**src/rtl/fetch_sequencer.sv**
```systemverilog
// rtl/fetch_sequencer.sv - fetch PC owner, credit-limited imem requester and in-order response queue
module fetch_sequencer #(
    parameter int                         INST_ADDR_WIDTH = 32,
    parameter int                         INST_WIDTH      = 32,
    parameter int                         IF_BATCH_SIZE   = 2,
    parameter logic [INST_ADDR_WIDTH-1:0] RESET_PC        = '0,
    parameter int                         MAX_OUTSTANDING = 2
) (
    input  logic                                   clk,
    input  logic                                   rst_n,
    input  logic                                   fetch_en,
    input  logic                                   redirect_valid,
    input  logic [INST_ADDR_WIDTH-1:0]             redirect_pc,
    output logic                                   imem_req_valid,
    output logic [INST_ADDR_WIDTH-1:0]             imem_req_pc,
    input  logic                                   imem_req_ready,
    input  logic                                   imem_resp_valid,
    input  logic [INST_WIDTH-1:0]                  imem_resp_inst_0,
    input  logic [INST_WIDTH-1:0]                  imem_resp_inst_1,
    input  logic                                   ib_stall,
    output logic                                   ib_flush,
    output logic [IF_BATCH_SIZE-1:0]               out_valid,
    output logic [INST_WIDTH-1:0]                  out_inst_0,
    output logic [INST_WIDTH-1:0]                  out_inst_1,
    output logic [INST_ADDR_WIDTH-1:0]             out_pc_0,
    output logic [INST_ADDR_WIDTH-1:0]             out_pc_1,
    output logic [$clog2(MAX_OUTSTANDING+1)-1:0]   inflight
);

    localparam int AW = INST_ADDR_WIDTH;
    localparam int CW = $clog2(MAX_OUTSTANDING + 1);
    localparam int PW = (MAX_OUTSTANDING > 1) ? $clog2(MAX_OUTSTANDING) : 1;

    typedef enum logic [0:0] {S_IDLE, S_RUN} state_e;

    state_e          state_q, state_d;
    logic [AW-1:0]   pc_q, pc_d;
    logic [AW-1:0]   resp_pc_q, resp_pc_d;
    logic [CW-1:0]   inflight_q, inflight_d;
    logic [CW-1:0]   kill_q, kill_d;
    logic [CW-1:0]   q_count_q, q_count_d;
    logic [PW-1:0]   head_q, head_d;
    logic [PW-1:0]   tail_q, tail_d;

    logic [INST_WIDTH-1:0] q_inst0_q [MAX_OUTSTANDING];
    logic [INST_WIDTH-1:0] q_inst1_q [MAX_OUTSTANDING];
    logic [AW-1:0]         q_pc_q    [MAX_OUTSTANDING];

    logic          credit_ok;
    logic          req_fire;
    logic          push;
    logic          pop;
    logic          out_vld;
    logic [CW:0]   credit_used;
    logic [AW-1:0] redirect_base;
    logic          unused_redirect_lsbs;

    // Queue pointers wrap at the queue depth, which need not be a power of two.
    function automatic logic [PW-1:0] ptr_inc(input logic [PW-1:0] p);
        return (p == PW'(MAX_OUTSTANDING - 1)) ? '0 : p + PW'(1);
    endfunction

    assign redirect_base        = {redirect_pc[AW-1:2], 2'b00};
    assign unused_redirect_lsbs = ^redirect_pc[1:0];
    assign credit_used          = {1'b0, inflight_q} + {1'b0, q_count_q};
    assign credit_ok            = credit_used < (CW+1)'(MAX_OUTSTANDING);

    // Next-state, request/delivery handshakes and all counter updates; a redirect wins over everything.
    always_comb begin
        state_d    = state_q;
        pc_d       = pc_q;
        resp_pc_d  = resp_pc_q;
        inflight_d = inflight_q;
        kill_d     = kill_q;
        q_count_d  = q_count_q;
        head_d     = head_q;
        tail_d     = tail_q;

        case (state_q)
            S_IDLE:  if (fetch_en)  state_d = S_RUN;
            S_RUN:   if (!fetch_en) state_d = S_IDLE;
            default: state_d = S_IDLE;
        endcase

        imem_req_valid = (state_q == S_RUN) && credit_ok && !redirect_valid;
        req_fire       = imem_req_valid && imem_req_ready;
        out_vld        = (q_count_q != '0) && !redirect_valid;
        pop            = out_vld && !ib_stall;
        push           = imem_resp_valid && (kill_q == '0) && !redirect_valid;

        if (redirect_valid) begin
            // Everything still in flight belongs to the old path; a response landing now is dropped too.
            pc_d       = redirect_base;
            resp_pc_d  = redirect_base;
            inflight_d = inflight_q - CW'(imem_resp_valid);
            kill_d     = inflight_q - CW'(imem_resp_valid);
            q_count_d  = '0;
            head_d     = '0;
            tail_d     = '0;
        end else begin
            if (req_fire) pc_d = pc_q + AW'(8);
            inflight_d = inflight_q + CW'(req_fire) - CW'(imem_resp_valid);
            if (imem_resp_valid && (kill_q != '0)) kill_d = kill_q - CW'(1);
            if (push) begin
                resp_pc_d = resp_pc_q + AW'(8);
                tail_d    = ptr_inc(tail_q);
            end
            if (pop) head_d = ptr_inc(head_q);
            q_count_d = q_count_q + CW'(push) - CW'(pop);
        end
    end

    // Control state register.
    always_ff @(posedge clk or negedge rst_n) begin
        if (!rst_n) begin
            state_q    <= S_IDLE;
            pc_q       <= RESET_PC;
            resp_pc_q  <= RESET_PC;
            inflight_q <= '0;
            kill_q     <= '0;
            q_count_q  <= '0;
            head_q     <= '0;
            tail_q     <= '0;
        end else begin
            state_q    <= state_d;
            pc_q       <= pc_d;
            resp_pc_q  <= resp_pc_d;
            inflight_q <= inflight_d;
            kill_q     <= kill_d;
            q_count_q  <= q_count_d;
            head_q     <= head_d;
            tail_q     <= tail_d;
        end
    end

    // Queue payload; left unreset because every read is gated by q_count.
    always_ff @(posedge clk) begin
        if (push) begin
            q_inst0_q[tail_q] <= imem_resp_inst_0;
            q_inst1_q[tail_q] <= imem_resp_inst_1;
            q_pc_q[tail_q]    <= resp_pc_q;
        end
    end

    assign ib_flush    = redirect_valid;
    assign imem_req_pc = pc_q;
    assign inflight    = inflight_q;
    assign out_valid   = {IF_BATCH_SIZE{out_vld}};
    assign out_inst_0  = out_vld ? q_inst0_q[head_q] : '0;
    assign out_inst_1  = out_vld ? q_inst1_q[head_q] : '0;
    assign out_pc_0    = out_vld ? q_pc_q[head_q] : '0;
    assign out_pc_1    = out_vld ? q_pc_q[head_q] + AW'(4) : '0;

    // A push into a full queue means the credit accounting is broken.
    a_no_overflow: assert property (@(posedge clk) disable iff (!rst_n)
        !(push && !pop && (q_count_q == CW'(MAX_OUTSTANDING))));

endmodule

```
**config.mk**
```make
export PLATFORM = sky130hd
export DESIGN_NAME = fetch_sequencer
export DESIGN_NICKNAME = d
export VERILOG_FILES = /design/src/rtl/fetch_sequencer.sv
export SDC_FILE = /design/constraint.sdc
export NUM_CORES = 1
export LEC_CHECK = 0
export BUFFER_PORTS_ARGS = -buffer_cell sky130_fd_sc_hd__buf_4
export CAP_MARGIN = 15
export CORE_MARGIN = 5
export CORE_UTILIZATION = 40
export DETAILED_ROUTE_END_ITERATION = 8
export SLEW_MARGIN = 30
export SYNTH_ARGS = -nofsm -noshare
export SYNTH_HDL_FRONTEND = slang
export SYNTH_SLANG_ARGS = --single-unit
```
**constraint.sdc**
```tcl
create_clock -name clk -period 7.4 [get_ports clk]
set_input_delay 0.74 -clock clk [delete_from_list [all_inputs] [get_ports clk]]
set_output_delay 0.74 -clock clk [all_outputs]
set_load 0.01 [all_outputs]
```
Word level (Yosys, flattened, before mapping)
Memory sizes are Yosys's and may differ from the RTL's.
Index checks and enable logic that the tools add are counted.
{ "op_classes": {"add_sub_neg": 12, "order_cmp": 1, "muxes": 21, "n_reduce_logical": 17} }
{ "ops": {"columns": ["op", "n"], "rows": [
  ["$mux W32", 8],
  ["$add A32 B4 Y32 const B", 2],
  ["$add A32 B3 Y32 const B", 1],
  ["$reduce_bool A2 Y1", 6],
  ["$mux W1", 9],
  ["$logic_and A1 B1 Y1", 8],
  ["$mux W2", 4],
  ["$sub A2 B1 Y2", 3],
  ["$add A2 B1 Y2", 2],
  ["$add A2 B2 Y3", 1],
  ["$lt A3 B2 Y1 const B", 1],
  ["$add A1 B1 Y1 const B", 2],
  ["$logic_not A1 Y1", 2],
  ["$logic_not A2 Y1", 1],
  ["$sub A2 B1 Y2 const B", 1]
]} }
{ "totals": {"register_bits": 73, "ram_bits": 192, "in_bits": 103, "output_inout_bits": 166, "n_memories": 3} }
{ "memory_table": {"columns": ["memory", "depth", "word_bits", "rd", "rd_clocked_by_memory_dff", "wr", "line_no", "text"], "rows": [
  ["q_inst0_q", 2, 32, 1, 0, 1, "45", "logic [INST_WIDTH-1:0] q_inst0_q [MAX_OUTSTANDING];"],
  ["q_inst1_q", 2, 32, 1, 0, 1, "46", "logic [INST_WIDTH-1:0] q_inst1_q [MAX_OUTSTANDING];"],
  ["q_pc_q", 2, 32, 1, 0, 1, "47", "logic [AW-1:0] q_pc_q [MAX_OUTSTANDING];"]
]} }

Depth between registers and ports, before layout
Gate-level depths: netlist of run 1.
{ "depth": {"ltp_word": 8, "depth_mapped": 12, "ltp_nobuf": 11} }

Least setup slack after synthesis of run 1
OpenSTA, ideal clock, no wires.
{ "synth_timing": {"path_kind": "input port to flip-flop", "startpoint": "input redirect_valid", "endpoint": "memory q_inst0_q[0][0] (enable)", "t_arrival_ps": 5396, "required_ps": 6852, "setup_slack_ps": 1456, "cell_stages": 5, "path_cell_list": "buf_6 -> clkinv_1 -> clkbuf_1 -> nand3_1 -> nor2_1"} }
{ "synth_between": {"elab_chain_len": 4} }
{ "synth_rtl": {"columns": ["item", "line_no", "text"], "rows": [
  ["start: declaration", "12", "input logic redirect_valid,"],
  ["$logic_not A1 Y1", "89", "push = imem_resp_valid && (kill_q == '0) && !redirect_valid;"],
  ["$logic_and A1 B1 Y1", "89", null],
  ["$mux W1", "138", "if (push) begin"],
  ["$mux W1 (not written as such)", "139", "q_inst0_q[tail_q] <= imem_resp_inst_0;"],
  ["end: declaration", "45", null]
]} }
No other way between the ends.

Worst setup path after layout of run 1
{ "layout_timing": {"startpoint": "register head_q", "endpoint": "output out_pc_1[29]"} }
{ "layout_between": {"elab_chain_len": 3} }
{ "layout_rtl": {"columns": ["item", "line_no", "text"], "rows": [
  ["start: declaration", "42", "logic [PW-1:0] head_q, head_d;"],
  ["start signal: assignment", "122", "head_q <= '0;"],
  ["start signal: assignment", "131", "head_q <= head_d;"],
  ["$mem_v2 Z2 W32", null, null],
  ["$add A32 B3 Y32", "152", "assign out_pc_1 = out_vld ? q_pc_q[head_q] + AW'(4) : '0;"],
  ["$mux W32", "152", null],
  ["end: declaration", "26", "output logic [INST_ADDR_WIDTH-1:0] out_pc_1,"]
]} }
No other way between the ends.

==> results of run 1 <==
stage by stage:
stage / worst slack, ns / instance area (µm²)
after floorplan: 1.456 / 11960
after global placement: 3.163 / 14220
after detailed placement: 3.151 / 14230
after CTS: 2.581 / 15210
after global routing: 2.335 / 15230
final: 2.647 / 15230
state kept, by name, summed over array words and instances (netlist names):
| register | count |
|---|---|
| inflight | 2 |
| state_q | 1 |
| head_q | 1 |
| q_inst0_q | 64 |
| imem_req_pc | 30 |
| q_pc_q | 60 |
| q_count_q | 2 |
| q_inst1_q | 64 |
| kill_q | 2 |
| tail_q | 1 |
| resp_pc_q | 30 |
power breakdown:
group	internal, W	switching, W	leakage (nW)
registers	0.00168	0.000103	2.53
logic	0.000354	0.000437	2.81
clock network	0.000888	0.000548	0.486
final timing paths:
check | from | end | slack, ns | cells past startpoint
max in group asynchronous | rst_n | head_q$_DFFE_PN0P_ | 6.69 | 1
worst max-delay path | head_q$_DFFE_PN0P_ | out_pc_1[29] | 2.65 | 7
worst min-delay path | rst_n | inflight[0]$_DFF_PN0_ | 0.22 | 1
worst min register to register | resp_pc_q[2]$_DFFE_PN0P_ | q_pc_q[1][2]$_DFFE_PP_ | 0.49 | 0
worst max register to register | q_count_q[0]$_DFF_PN0_ | inflight[1]$_DFF_PN0_ | 3.53 | 11
min in group clk | fetch_en | state_q$_DFF_PN0_ | 0.32 | 1
cells in the final DEF, fill, tap and decap left out, drive strengths merged, types with 3 or more instances in the layout:
cell,instances
clkinv,9
a31oi,9
bufinv,3
dfrtp,69
xor2,26
buf,269
a21oi,20
xnor2,25
and3,14
o311ai,6
o211ai,10
mux2i,91
and4,6
a22oi,5
o31ai,7
ha,9
o21ai,41
or3,4
or4,4
nand2,66
nand4b,3
nand4,23
nor4,4
edfxtp,188
inv,22
conb,6
nor2b,3
o31a,5
mux2,26
and2,10
nand3,47
nor2,136
nor3,15
nand3b,8
clkbuf,38
cell type report:
class | count | share of cell area [%]
clock buffer | 38 | 5.447
clock inverter | 14 | 1.002
inverter | 22 | 0.5423
multi-input combinational | 650 | 28.03
sequential | 257 | 48.43
tap | 390 | 3.204
timing repair buffer | 269 | 13.33
logic make-up after synthesis:
kind of cell | count (synthesis) | share of synthesized area (%)
XOR/XNOR | 51 | 3.741
adder cells (fa/ha/maj) | 10 | 1.111
AND/OR/NAND/NOR | 347 | 13.96
buffers and inverters | 78 | 2.997
other | 1 | 0.03141
multiplexers | 117 | 10.08
AO/OA/AOI/OAI | 119 | 6.330
flip-flops | 257 | 61.75
layer usage:
layer	track usage, %	share of wire [%]	vias up
met5	0	0	-
met4	3.783	1.7	0
met3	3.213	7.5	38
met2	27.57	46	282
met1	25.41	45	4067
li1	-	-	4088
==> results.toml, run 1 <==
[layout]
final_layout_size_suffix_gt1_share_pct = 28.64
n_fill_cell = 2612
regArea_mm2 = 0.007376
multi_input_area_mm2 = 0.004269
area_delta_synth_final_pct = 27.55
antenna_cells = 0
final_core_util_pct = 51.52
nets = 1341
instances_no_fill = 1640

[floorplan]
initial_core_util_pct = 40.39
io_pins = 269
coreArea_mm2 = 0.02956
die_w_um = 182.8
die_y_um = 182.8
rows = 63
dieArea_mm2 = 0.03340

[routing]
first_pass_iters = 5
vias = 8475
wl_per_cell_um = 18.37
wl_um = 30120
routed_via_density = 5.168
drtAntennaViolNets = 0
drc_errors = 0
drt_iter0_markers = 517

[setup_path]
cp.required_ns = 6.66
start_kind = "flop"
crit_path_top_delay_cell = "dfrtp_4"
cpMostUsedCell = "buf_4"
critPathKind = "reg -> out"
crit_chain = "buf_4 -> nand4_1 -> a21oi_1 -> nand4_2 -> or4_1 -> mux2_2 -> buf_4"
end_kind = "output port"
critPathMaxFanout = 53
cpPeakStageDelay_ns = 0.67
path_buf_inv = 2
crit_arrival_ns = 4.01
path_delay_family = "simple AND/OR/NAND/NOR gates"

[sta]
max_freq_mhz = 210.4
worstMarginPinSlew_ns = 0.9223
drv_slew = 0
finalHoldViolCount = 0
fin_crit_sh_pct = 64.23
finalSetupTns_ns = 0
finClkSkew_ns = 0.007878
rsz0062_at_grt = "false"
setup_viol = 0
max-slew-margin-rel_pct = 38.28
hold_slack_ns = 0.2242
min_period_ns = 4.753

[power]
power_density_mw_per_mm2 = 263.6
ir_drop_mv = 0.1520
leakagePower_nw = 5.822
p_total_w = 0.004014

[synthesis]
synth_seq_cells = 257
synth_common_cells = "188 x edfxtp_1, 135 x nor2_1, 91 x mux2i_1"
ys_types = 63
yosysSeqAreaShare_pct = 61.75
ys_warn_count = 0
synth_most_common_cell = "edfxtp_1"
async_reset_ff_share_pct = 26.85
synth_edf_count = 188
synth_area_mm2 = 0.01194
yosys.area.top_type_share_pct = 47.29
syn_avg_cell_area_um2 = 12.18
yosysTopAreaCell = "edfxtp_1"
ys.flop_type = "edfxtp_1"
synth_area_leaders = "edfxtp_1 47%, dfrtp_1 14%, mux2i_1 7.6%, nor2_1 4.2%, mux2_2 2.5%"
syn-instance-count = 980

[clock_network]
numClockSinks = 257
hold_buffers = 0
cts_setup_buffers = 0
cts.htree.levels = 1
cts_buffer_depth = 3
clk_latency_ns = 0.52
numCtsBuffers = 28
cts.clk_slew.worst_paths_ns = 0.06
post_cts_resized = 0
cts_root_buf = "clkbuf_16"
cts_tree = "done"

[global_route]
grt_usage_pct = 17.46
grt_pass1_vias = 8471
grt_max_degree = 80
grt_first_pass_wirelength_um = 46850
antenna_found_initial = 0
overflow = 0

[placed_design]
io_buffers = 260
numPlacedInstances = 1588
place_congestion = 0.8002
post-dp-hpwl_um = 21380

[outcome]
status = "completed"

[run]
drv_cap = 0

[worst_hold_path]
hp-class = "in -> async"
Note: power is estimated with default switching activity, not from simulation.
==> inputs of run 2 (changes only) <==
Settings changed: ABC_AREA set to 1.
Clock period 7.4 ns to 4.4 ns, I/O delays scaled along.
==> results.toml, run 2 <==
[outcome]
status = "completed"

[synthesis]
syn-instance-count = 1589
ys.flop_type = "edfxtp_1"
yosysSeqAreaShare_pct = 55.71
synth_seq_cells = 257
yosys.area.top_type_share_pct = 42.66
yosysTopAreaCell = "edfxtp_1"
synth_area_mm2 = 0.01323
synth_area_leaders = "edfxtp_1 43%, nand2_1 18%, dfrtp_1 13%, inv_1 5.7%, nor2_1 4.0%"
async_reset_ff_share_pct = 26.85
syn_avg_cell_area_um2 = 8.328
synth_most_common_cell = "nand2_1"
synth_edf_count = 188
synth_common_cells = "626 x nand2_1, 202 x inv_1, 188 x edfxtp_1"
ys_types = 42
ys_warn_count = 0

[global_route]
grt_max_degree = 97
grt_usage_pct = 18.94
grt_first_pass_wirelength_um = 56110
grt_pass1_vias = 10504
antenna_found_initial = 0
overflow = 0

[worst_hold_path]
hp-class = "in -> reg"
holdPathEnd = "q_inst0_q[0][21]$_DFFE_PP_"
min_from = "imem_resp_inst_0[21]"
whs_path_depth = 1

[clock_network]
numClockSinks = 257
post_cts_resized = 0
cts_buffer_depth = 3
cts.clk_slew.worst_paths_ns = 0.06
cts.htree.levels = 1
cts_tree = "done"
clk_latency_ns = 0.55
cts_root_buf = "clkbuf_16"
numCtsBuffers = 28

[floorplan]
rows = 66
die_w_um = 191.9
dieArea_mm2 = 0.03682
io_pins = 269
initial_core_util_pct = 40.57
coreArea_mm2 = 0.03262
die_y_um = 191.9

[sta]
finalSetupTns_ns = 0
worstMarginPinSlew_ns = 0.7658
rsz0062_at_grt = "false"
setup_viol = 0
max_freq_mhz = 275.7
finalHoldViolCount = 0
min_period_ns = 3.628
drv_slew = 0
fin_crit_sh_pct = 82.44
max-slew-margin-rel_pct = 48.95
finClkSkew_ns = 0.02434

[routing]
wl_per_cell_um = 15.65
drc_errors = 0
vias = 10994
routed_via_density = 4.778
drtAntennaViolNets = 0
wl_um = 36000
first_pass_iters = 5
drt_iter0_markers = 666

[placed_design]
numPlacedInstances = 2247
place_congestion = 0.9134
io_buffers = 260
post-dp-hpwl_um = 25560

[setup_path]
cpPeakStageDelay_ns = 0.56
critPathLaunch = "head_q$_DFFE_PN0P_"
reg2reg_from = "q_count_q[0]$_DFF_PN0_"
crit_arrival_ns = 3.19
r2r_end = "inflight[1]$_DFF_PN0_"
start_kind = "flop"
end_kind = "output port"
r2r_cells = 11
critPathMaxFanout = 48
crit_path_top_delay_cell = "dfrtp_4"
critPathKind = "reg -> out"
cp.required_ns = 3.96
crit_chain = "buf_4 -> nand2_1 -> o21ai_1 -> inv_1 -> ha_1 -> nand2_1 -> nor2_1 -> nand2_2 -> inv_2 -> o21ai_0 -> inv_1 -> buf_4"
worst-r2r-setup-slack_ns = 1.89

[power]
leakagePower_nw = 8.021
ir_drop_mv = 0.2873
p_total_w = 0.007269
power_density_mw_per_mm2 = 439.6

[run]
drv_cap = 0

[layout]
nets = 1950
final_common_cell = "nand2_1"
final_layout_size_suffix_gt1_share_pct = 19.90
reg_top3 = "q_inst0_q (64), q_inst1_q (64), q_pc_q (60)"
final_cell_mix = "626 x nand2_1, 266 x buf_4, 202 x inv_1"
instances_no_fill = 2301
antenna_cells = 0
area_delta_synth_final_pct = 24.94
[run 2: cell types whose count changed in the layout (fill, tap and decap cells not counted), sizes merged, moves of 19 or more]
| cell | change |
|---|---|
| mux2i | -91 |
| nand3 | +43 |
| mux2 | -26 |
| xnor2 | -19 |
| inv | +191 |
| nand2 | +577 |
| nor2 | +20 |
[run 2: worst max path at each step]
stage | endpoint | slack [ns]
floorplan | q_inst0_q[1][0]$_DFFE_PP_ | 0.37
global placement | out_pc_1[10] | 1.26
detailed placement | out_pc_1[10] | 1.23
CTS | out_pc_1[10] | 0.63
global route | out_pc_1[10] | 0.43
finish | out_pc_1[10] | 0.77
[run 2: cell type report]
type,count,area (µm²)
clock buffers,34,784.5
clock inverters,18,166.4
fillers,3117,16090
inverters,212,803.3
multi-input cells,1067,4782
flip-flops and latches,257,7376
well taps,442,553.0
repair buffers,271,2068
[run 2: routing by layer]
layer  share of wire [%]  track usage (%)  up-vias
met5                   0                0        -
met4                 1.6            3.950        0
met3                 9.2            4.344       42
met2                  44            29.80      357
met1                  45            27.01     5078
li1                    -                -     5517
[run 2: power breakdown]
group          internal (W)  leakage (nW)  total (W)  switching, W
clock network       0.00144         0.467    0.00239      0.000956
logic              0.000643          5.01    0.00176       0.00111
registers           0.00289          2.54    0.00312      0.000230
[run 2: worst max-delay path: cells and delay by family, from the launching register on]
| family | cells | cell delay (ns) |
|---|---|---|
| buf+inv | 5 | 0.94 |
| fa+ha+maj | 1 | 0.24 |
| flops | 1 | 0.56 |
| simple gates | 4 | 0.43 |
| compound gates | 2 | 0.48 |
[run 2: cell families after synthesis]
family          after synthesis  synth area share (%)
simple gates                936                 29.34
buf+inv                     270                 8.463
flops                       257                 55.71
compound gates               94                 4.066
xor+xnor                     21                 1.390
fa+ha+maj                    10                 1.002
other cells                   1               0.02834
[run 2: timing repair]
action / in CTS / in global routing
buffers inserted: 0 / 0
hold buffers: 1 / 1
endpoints found under the hold margin: 1 / 69
[run 2: stage by stage]
stage          util, %  cell area [µm²]  hold slack, ns  setup WS (ns)
2_1_floorplan        -            13260          0.1444         0.3730
3_3_place_gp     47.70            15560          0.4634          1.258
3_5_place_dp     47.70            15560          0.4747          1.228
4_1_cts          50.64            16520         0.05162         0.6302
5_1_grt          50.69            16530         0.05116         0.4333
6_report         50.69            16530         0.07844         0.7725
==> inputs of run 3 (changes only) <==
Settings changed: ABC_AREA 1 to 0.
Clock period 4.4 ns to 2.95 ns, I/O delays scaled along.
==> results.toml, run 3 (synthesized netlist as in run 1, its figures left out) <==
[routing]
routed_via_density = 5.149
wl_per_cell_um = 18.37
wl_um = 32300
first_pass_iters = 4
drt_iter0_markers = 491
drc_errors = 0
vias = 9052
drtAntennaViolNets = 0

[worst_hold_path]
hp-class = "in -> reg"
min_from = "redirect_valid"
whs_path_depth = 2

[sta]
max_freq_mhz = 323.5
worstMarginPinSlew_ns = 0.7752
fin_crit_sh_pct = 104.8
hold_slack_ns = 0.03040
finalHoldViolCount = 0
max-slew-margin-rel_pct = 48.13
fin_ws_ns = -0.1412
min_period_ns = 3.091
setup_viol = 8
finalSetupTns_ns = -0.4304
finClkSkew_ns = 0.01491
drv_slew = 0
rsz0062_at_grt = "true"

[global_route]
use_met1_pct = 26.14
grt_first_pass_wirelength_um = 49360
grt_use_met3_pct = 3.114
grt_max_degree = 70
antenna_found_initial = 0
overflow = 0
grt.busiest_layer = "met2"
use_met2_pct = 29.93
grt_pass1_vias = 8946
grt_usage_pct = 18.27

[outcome]
violations = "setup timing"
status = "finished, violations left"

[floorplan]
die_y_um = 182.8
initial_core_util_pct = 40.39
die_w_um = 182.8
coreArea_mm2 = 0.02956
dieArea_mm2 = 0.03340
rows = 63
io_pins = 269

[layout]
final_core_util_pct = 55.98
reg_top3 = "q_inst0_q (64), q_inst1_q (64), q_pc_q (60)"
final_area_mm2 = 0.01655
final_common_cell = "buf_4"
instances_no_fill = 1758
final_cell_mix = "305 x buf_4, 188 x edfxtp_1, 129 x nor2_1"
nets = 1461
n_fill_cell = 2486
area_delta_synth_final_pct = 38.61
final_layout_size_suffix_gt1_share_pct = 32.24
antenna_cells = 0

[setup_path]
r2r_cells = 7
crit_path_top_delay_cell = "dfrtp_4"
cp.depth = 8
cpPeakStageDelay_ns = 0.54
cp.required_ns = 2.65
start_kind = "flop"
crit_arrival_ns = 2.80
reg2reg_from = "q_count_q[0]$_DFF_PN0_"
cpMostUsedCell = "buf_4"
path_buf_inv = 3
end_kind = "output port"
critPathMaxFanout = 7
path_delay_family = "simple AND/OR/NAND/NOR gates"
crit_chain = "buf_6 -> nand4b_1 -> a21oi_4 -> nand4_4 -> buf_4 -> nor3_4 -> mux2_2 -> buf_4"
critPathKind = "reg -> out"
critPathLaunch = "head_q$_DFFE_PN0P_"

[clock_network]
cts_tree = "done"
cts_root_buf = "clkbuf_16"
cts_buffer_depth = 3
cts.htree.levels = 1
clk_latency_ns = 0.52
numCtsBuffers = 27
numClockSinks = 257
cts.clk_slew.worst_paths_ns = 0.06

[placed_design]
post-dp-hpwl_um = 22360
io_buffers = 260
placed_cell_area_mm2 = 0.01456
place_congestion = 0.8131
numPlacedInstances = 1619

[power]
ir_drop_mv = 0.3755
power_density_mw_per_mm2 = 601.4
leakagePower_nw = 6.354

[run]
drv_cap = 0
run 3: area by class of cell:
type / instances / area (µm²) / share of cell area (%)
Sequential cell: 257 / 7377 / 44.58
Multi-Input combinational cell: 652 / 4541 / 27.44
Timing Repair Buffer: 388 / 3238 / 19.57
Clock buffer: 41 / 778.2 / 4.703
Tap cell: 390 / 488.0 / 2.949
Inverter: 22 / 82.58 / 0.4990
Clock inverter: 8 / 43.79 / 0.2646
run 3: metrics by stage:
stage               power [W]  setup slack, ns
floorplan            0.005703          -0.9988
global placement     0.006662           0.1508
detailed placement   0.006694           0.1318
CTS                   0.01002         -0.08426
global route          0.01045          -0.1873
finish               0.009952          -0.1412
run 3: report_power, final:
part	internal [W]	switching, W
clock	0.00181	0.00133
sequential	0.00422	0.000236
combinational	0.00111	0.00124
total	0.00715	0.00281
run 3: layer usage:
metal	vias up	share of wire [%]	wire length (µm)
met5	-	0	0
met1	4364	45	14550
li1	4331	-	-
met2	325	46	15000
met4	0	1.3	415
met3	32	7.2	2338
run 3: worst paths after layout:
path                                               end  slack [ns]
setup / recovery                          out_pc_1[27]       -0.14
hold / removal                  q_count_q[0]$_DFF_PN0_        0.03
setup reg to reg           imem_req_pc[12]$_DFFE_PN0P_        0.13
hold reg to reg                 q_pc_q[1][2]$_DFFE_PP_        0.52
max in group asynchronous           head_q$_DFFE_PN0P_        2.09
min in group asynchronous  imem_req_pc[31]$_DFFE_PN0P_        0.33
run 3: worst reg2reg max path, cell delays in order (launching register included):
cell	delay, ns
dfrtp_1	0.38
and2_1	0.17
fa_1	0.44
or4b_4	0.58
or4_4	0.60
nor3_2	0.20
xor2_1	0.08
mux2_2	0.26
run 3: repair_timing:
item,in CTS,in global routing
hold buffers,66,0
cloned,1,2
buffers inserted,15,7
pin swaps,8,19
endpoints found under the hold margin,198,0
gates resized for setup,37,31
setup endpoints to repair,43,49
